<file path="src/rtl/fir_pkg.sv">
// Shared constants and state type for the FIR MAC sequencer.
// Enable windows and drain length are derived from the datapath pipeline latencies.
package fir_pkg;

    localparam int NUM_TAPS = 10;
    localparam int TAP_W    = 4;
    localparam int COEF_W   = 16;

    localparam int RD_LAT  = 1;
    localparam int MUL_LAT = 1;
    localparam int ACC_LAT = 1;

    // Delay from a coefficient read to the matching multiply / add enable.
    localparam int MUL_DLY = RD_LAT;
    localparam int ADD_DLY = RD_LAT + MUL_LAT;

    // Cycles between the last tap read and the output-valid cycle.
    localparam int DRAIN_LEN = ADD_DLY + ACC_LAT - 1;
    localparam int DRAIN_W   = $clog2(DRAIN_LEN + 1);

    typedef enum logic [2:0] {
        IDLE,
        SHIFT,
        RUN,
        DRAIN,
        DONE
    } seqState_t;

endpackage

</file>
<file path="src/rtl/fir_enable_pipe.sv">
// Delays the per-tap read flags into the multiplier and accumulator enables so that
// each enable lines up with the data it acts on.
module fir_enable_pipe
    import fir_pkg::*;
(
    input  logic iClk,
    input  logic iRsn,
    input  logic iRun,
    input  logic iFirst,
    output logic oEnMul,
    output logic oEnAdd,
    output logic oEnAcc
);

    logic [ADD_DLY-1:0] runSr;
    logic [ADD_DLY-1:0] accSr;

    // accSr carries "accumulate" for every tap but the first, which loads instead.
    always_ff @(posedge iClk or negedge iRsn) begin
        if (!iRsn) begin
            runSr <= '0;
            accSr <= '0;
        end else begin
            runSr <= {runSr[ADD_DLY-2:0], iRun};
            accSr <= {accSr[ADD_DLY-2:0], iRun & ~iFirst};
        end
    end

    assign oEnMul = runSr[MUL_DLY-1];
    assign oEnAdd = runSr[ADD_DLY-1];
    assign oEnAcc = accSr[ADD_DLY-1];

endmodule

</file>
<file path="src/rtl/fir_mac_sequencer.sv">
// Sequencer for the 10-tap FIR MAC datapath: shifts the delay chain, walks the taps,
// times the MAC enables and arbitrates the coefficient RAM against host writes.
//
// state | meaning
// IDLE  | waiting for a sample strobe; host writes may be granted
// SHIFT | delay-chain shift pulse
// RUN   | one tap per cycle: coefficient read, tap select
// DRAIN | waiting for multiplier/accumulator pipeline to empty
// DONE  | accumulator output valid
module fir_mac_sequencer
    import fir_pkg::*;
(
    input  logic              iClk12M,
    input  logic              iRsn,
    input  logic              iEnable,
    input  logic              iSampleStb,
    input  logic              iCoeffWrReq,
    input  logic [TAP_W-1:0]  iCoeffWrAddr,
    input  logic [COEF_W-1:0] iCoeffWrData,
    input  logic              iClrErr,
    output logic              oShift,
    output logic [TAP_W-1:0]  oCoeffAddr,
    output logic              oCoeffRd,
    output logic              oCoeffWe,
    output logic [COEF_W-1:0] oCoeffWdata,
    output logic [TAP_W-1:0]  oTapSel,
    output logic              oEnMul,
    output logic              oEnAdd,
    output logic              oEnAcc,
    output logic              oOutValid,
    output logic              oBusy,
    output logic              oCoeffWrAck,
    output logic              oOverrun
);

    seqState_t          state, nextState;
    logic [TAP_W-1:0]   tapCnt, nextTap;
    logic [DRAIN_W-1:0] drainCnt, nextDrain;
    logic               sampleAccept;
    logic               overrunSet;
    logic               wrArmed;
    logic               wrGrant;
    logic               wrInRange;
    logic               firstTap;

    assign sampleAccept = (state == IDLE) && iSampleStb && iEnable;
    assign overrunSet   = (state != IDLE) && iSampleStb && iEnable;
    // The sample strobe always wins the RAM; a held request must drop before re-grant.
    assign wrGrant      = (state == IDLE) && !sampleAccept && iCoeffWrReq && wrArmed;
    assign wrInRange    = iCoeffWrAddr < TAP_W'(NUM_TAPS);

    always_comb begin
        nextState = state;
        nextTap   = '0;
        nextDrain = drainCnt;
        case (state)
            IDLE: begin
                if (sampleAccept) nextState = SHIFT;
            end
            SHIFT: begin
                nextState = RUN;
            end
            RUN: begin
                if (tapCnt == TAP_W'(NUM_TAPS - 1)) begin
                    nextState = DRAIN;
                    nextDrain = DRAIN_W'(DRAIN_LEN - 1);
                end else begin
                    nextTap = tapCnt + 1'b1;
                end
            end
            DRAIN: begin
                if (drainCnt == '0) nextState = DONE;
                else                nextDrain = drainCnt - 1'b1;
            end
            DONE: begin
                nextState = IDLE;
            end
            default: begin
                nextState = IDLE;
            end
        endcase
    end

    always_ff @(posedge iClk12M or negedge iRsn) begin
        if (!iRsn) begin
            state    <= IDLE;
            tapCnt   <= '0;
            drainCnt <= '0;
        end else begin
            state    <= nextState;
            tapCnt   <= nextTap;
            drainCnt <= nextDrain;
        end
    end

    // Outputs are registered from the next-state decode so they align with the state.
    always_ff @(posedge iClk12M or negedge iRsn) begin
        if (!iRsn) begin
            oShift      <= 1'b0;
            oBusy       <= 1'b0;
            oCoeffRd    <= 1'b0;
            oTapSel     <= '0;
            oOutValid   <= 1'b0;
            oCoeffAddr  <= '0;
            oCoeffWe    <= 1'b0;
            oCoeffWrAck <= 1'b0;
            oCoeffWdata <= '0;
        end else begin
            oShift      <= (nextState == SHIFT);
            oBusy       <= (nextState != IDLE);
            oCoeffRd    <= (nextState == RUN);
            oTapSel     <= nextTap;
            oOutValid   <= (nextState == DONE);
            oCoeffAddr  <= wrGrant ? iCoeffWrAddr : nextTap;
            oCoeffWe    <= wrGrant && wrInRange;
            oCoeffWrAck <= wrGrant;
            if (wrGrant) oCoeffWdata <= iCoeffWrData;
        end
    end

    always_ff @(posedge iClk12M or negedge iRsn) begin
        if (!iRsn) begin
            wrArmed  <= 1'b1;
            oOverrun <= 1'b0;
        end else begin
            if (wrGrant)           wrArmed <= 1'b0;
            else if (!iCoeffWrReq) wrArmed <= 1'b1;
            oOverrun <= overrunSet || (oOverrun && !iClrErr);
        end
    end

    assign firstTap = oCoeffRd && (oTapSel == '0);

    fir_enable_pipe uEnablePipe (
        .iClk   (iClk12M),
        .iRsn   (iRsn),
        .iRun   (oCoeffRd),
        .iFirst (firstTap),
        .oEnMul (oEnMul),
        .oEnAdd (oEnAdd),
        .oEnAcc (oEnAcc)
    );

endmodule

</file>
<file path="config.mk">
export PLATFORM = sky130hd
export DESIGN_NAME = fir_mac_sequencer
export DESIGN_NICKNAME = d
export VERILOG_FILES = /design/src/rtl/fir_pkg.sv /design/src/rtl/fir_enable_pipe.sv /design/src/rtl/fir_mac_sequencer.sv
export SDC_FILE = /design/constraint.sdc
export NUM_CORES = 1
export LEC_CHECK = 0
export CAP_MARGIN = 30
export CORE_ASPECT_RATIO = 1.75
export CORE_MARGIN = 3
export CORE_UTILIZATION = 30
export DETAILED_ROUTE_END_ITERATION = 8
export SLEW_MARGIN = 10
export SYNTH_ARGS = -nofsm -noshare
export SYNTH_HDL_FRONTEND = slang
export SYNTH_SLANG_ARGS = --single-unit
</file>
<file path="constraint.sdc">
create_clock -name iClk12M -period 2.08 [get_ports iClk12M]
set_input_delay 0.312 -clock iClk12M [delete_from_list [all_inputs] [get_ports iClk12M]]
set_output_delay 0.312 -clock iClk12M [all_outputs]
set_load 0.05 [all_outputs]
</file>
==> key figures <==
Worst setup path
  – Reg2Reg Setup Slack: 0.31 ns
  – Launching point of the worst reg2reg path: state[1]
  – Family with the most delay on the worst path: buffers and inverters
  – Data arrival time of the critical path: 1.58 ns
  – Biggest cell delay along the critical path: 0.85 ns
  – Crit-path cells: clkdlybuf4s50_1
  – Critical Path Fanout Max: 6
  – Category of the critical setup timing path: register to primary output
  – Critical Path Source: oTapSel[0]
  – Worst Setup End Kind: primary output
  – Kind of start point of the critical path: register
  – Buffering stage count on the worst path with inverters included: 1
  – Crit-path slowest cell: sky130_fd_sc_hd__clkdlybuf4s50_1
  – Required arrival time at the worst endpoint: 1.77 ns
  – Reg2reg end: oCoeffWdata[10]
  – Logic depth of the worst register-to-register path: 4

Logic synthesis
  – Post-synthesis area per instance: 13.6 µm²
  – Synthesized instance count: 119
  – Number of different library cells in the post-synthesis netlist: 30
  – Post-synthesis sequential element count: 41
  – Synth warn: 0
  – Async S/R FF share, synth: 100%
  – Cell area after synthesis: 1620 µm²
  – Synth Flop Type: sky130_fd_sc_hd__dfrtp_1
  – Portion of the post-synthesis area used by sequential elements: 63.6%
  – Number of enable flip-flop cells after synthesis: 0
  – Synthesized net count: 149

Worst hold path
  – Worst Min Path Start: uEnablePipe.accSr[0]
  – Hold-critical path endpoint: uEnablePipe.accSr[1]
  – Number of stages on the worst hold path: 0
  – Classification of the worst-slack hold path: register to register

STA
  – Setup repair after global routing missed its margin: no
  – Pin slew with the least headroom to its limit: 0.524 ns
  – Final number of setup-violating endpoints: 0
  – Sum Neg Setup Slack: 0 ns
  – Relative slew margins: 64.9%
  – Final Hold Viols: 0
  – Layout Skew: 0.00549 ns
  – Final critical delay including setup and external delays: 1.89 ns
  – Highest achievable clock rate: 0.530 GHz
  – Post-route clock period utilization: 90.8%
  – Max Slew Vio Count: 0

Clocking
  – Maximum level of the CTS H-tree: 2
  – # clock sinks: 41
  – Clock root buffer: sky130_fd_sc_hd__clkbuf_8
  – Number of buffers between clock root and the deepest sink: 2
  – Clock slew at reported path FFs: 0.08 ns
  – Clock latency on the worst-skew pair: 0.29 ns
  – CTS tree: built
  – Number of buffers created by CTS: 5

Power and ir drop
  – Power share of the combinational group: 52.6%
  – Share of total power in sequential cells: 30.2%
  – Proportion of power drawn by the clock network: 17.3%
  – Switching power: 0.00188 W
  – Internal power: 0.00246 W
  – Switching power share of the total: 43.3%
  – Sum of internal, switching and leakage power: 0.00434 W
  – LEAKAGE: 1.07 nW
  – Maximum VDD drop: 0.413 mV
  – Areal power density over the cells: 1780 nW/µm²

Floorplanning
  – Count of boundary I/O pins: 60
  – Overall die height: 103 µm
  – Initial cell density of the core: 31.6%
  – Cell Rows: 34
  – DIE AREA: 6340 µm²
  – Die X: 61.5 µm
  – Std-Cell Core Area: 5100 µm²

Drt
  – Via count: 1,151
  – Total detailed-routing wirelength: 3760 µm
  – Number of violations reported at the end of detailed-routing iteration 0: 17
  – Post-detailed-route count of antenna-violating nets: 0
  – Number of remaining DRC errors: 0
  – Routed length per instance: 15.6 µm
  – Detailed-router iteration count before antenna repair: 4
  – Average via count per standard cell: 4.78

Layout
  – End-of-flow core utilization: 47.7%
  – Number of inserted filler cells in the final layout: 450
  – Fraction of layout instances using a drive strength above 1: 16.6%
  – Area occupied by registers: 1030 µm²
  – Net count, final: 216
  – Area of the multi-input gates: 539 µm²
  – Diode insertion count for antenna repair: 0
  – Most common cell after layout, fill and taps aside: sky130_fd_sc_hd__clkdlybuf4s50_1
  – Area growth syn-to-layout: 50.7%
  – Final non-filler cell area: 2430 µm²
  – Count of placed standard cells in the final layout, fillers left out: 241
  – Commonest non-fill, non-tap cells in the layout: sky130_fd_sc_hd__clkdlybuf4s50_1, sky130_fd_sc_hd__dfrtp_1, sky130_fd_sc_hd__mux2_2

Place
  – Detailed Place HPWL: 2820 µm
  – Routability congestion estimate from global placement: 0.751
  – Standard cell area after detailed placement: 2270 µm²
  – Cells after DPL: 231
  – Buffers on Ports: 59

GRT
  – Gr usage total: 12.9%
  – Total congestion overflow after global routing: 0
  – Number of antenna violations at the first check in global routing: 0
  – First-pass GRT wire length: 5890 µm
  – Number of global-route vias before repair: 1,237
  – Maximum number of pins on one net before global-route repair: 42

Flow run
  – Max_cap viols: 0

Run status
  – Run status: finished clean
[what timing repair did]
action	CTS	global route
resized for setup	0	0
endpoints found under the setup margin	0	0
endpoints found under the hold margin	0	10
buffers inserted	0	0
hold buffers	0	1
[sequential cells by signal, summed over array words and instances (netlist names)]
register / count
oCoeffWdata: 16
oCoeffAddr: 4
oTapSel: 4
state: 3
drainCnt: 2
uEnablePipe.accSr: 2
uEnablePipe.runSr: 2
oBusy: 1
oCoeffRd: 1
oCoeffWe: 1
oCoeffWrAck: 1
oOutValid: 1
oOverrun: 1
oShift: 1
wrArmed: 1
[cells by family (layout without fill, tap and decap cells)]
kind of cell / after synthesis / in the layout / synth area share, %
compound gates: 17 / 17 / 7.67
xor+xnor: 2 / 2 / 1.08
fa+ha+maj: 4 / 4 / 3.10
buf+inv: 9 / 77 / 3.02
flops: 41 / 41 / 63.6
mux: 16 / 16 / 11.2
simple gates: 30 / 30 / 10.4
[cells in the mapped netlist (3+ instances only)]
library cell | count | area, µm²
sky130_fd_sc_hd__mux2_2 | 16 | 180
sky130_fd_sc_hd__a21oi_1 | 3 | 15.0
sky130_fd_sc_hd__nor2_1 | 9 | 33.8
sky130_fd_sc_hd__nand2_1 | 7 | 26.3
sky130_fd_sc_hd__dfrtp_1 | 40 | 1000
sky130_fd_sc_hd__and2_1 | 3 | 18.8
sky130_fd_sc_hd__a22o_1 | 4 | 35.0
sky130_fd_sc_hd__ha_1 | 4 | 50.1
sky130_fd_sc_hd__inv_1 | 6 | 22.5
[stage by stage]
step / worst slack, ns / hold slack [ns]
6_report: 0.191 / 0.368
4_1_cts: 0.159 / 0.172
3_5_place_dp: 0.270 / 0.356
3_3_place_gp: 0.329 / 0.340
5_1_grt: 0.0992 / 0.376
2_1_floorplan: 0.363 / 0.0164
[area by class of cell]
class | instances | share of cell area, %
clock inverter | 3 | 2.67
timing repair buffer | 63 | 26.4
tap | 54 | 2.78
clock buffer | 5 | 2.83
sequential | 41 | 42.2
inverter | 6 | 0.925
multi-input combinational | 69 | 22.2
[worst max path at each step]
| stage | to | cells past startpoint | slack (ns) |
|---|---|---|---|
| detailed placement | oCoeffWdata[5] | 5 | 0.27 |
| finish | oTapSel[0] | 1 | 0.19 |
| CTS | oTapSel[0] | 1 | 0.16 |
| floorplan | oCoeffAddr[2] | 5 | 0.36 |
| global route | oTapSel[0] | 1 | 0.1 |
| global placement | oCoeffWdata[9] | 5 | 0.33 |
[per-layer routing]
| metal | up-vias | wire length (µm) | track usage, % |
|---|---|---|---|
| met5 | - | 0 | 0 |
| met4 | 0 | 80 | 6.37 |
| met3 | 6 | 210 | 3.63 |
| met2 | 34 | 2210 | 24.2 |
| met1 | 569 | 1260 | 11.9 |
| li1 | 542 | - | - |
[power by group through the flow]
stage / registers (W) / clock network [W] / logic, W
final: 0.00131 / 0.000749 / 0.00228
after global routing: 0.00136 / 0.000808 / 0.00243
after CTS: 0.00132 / 0.000776 / 0.00231
after detailed placement: 0.00134 / 0 / 0.00231
after global placement: 0.00132 / 0 / 0.00226
after floorplan: 0.00226 / 0 / 0.000583
(Power assumes the default switching activity.)
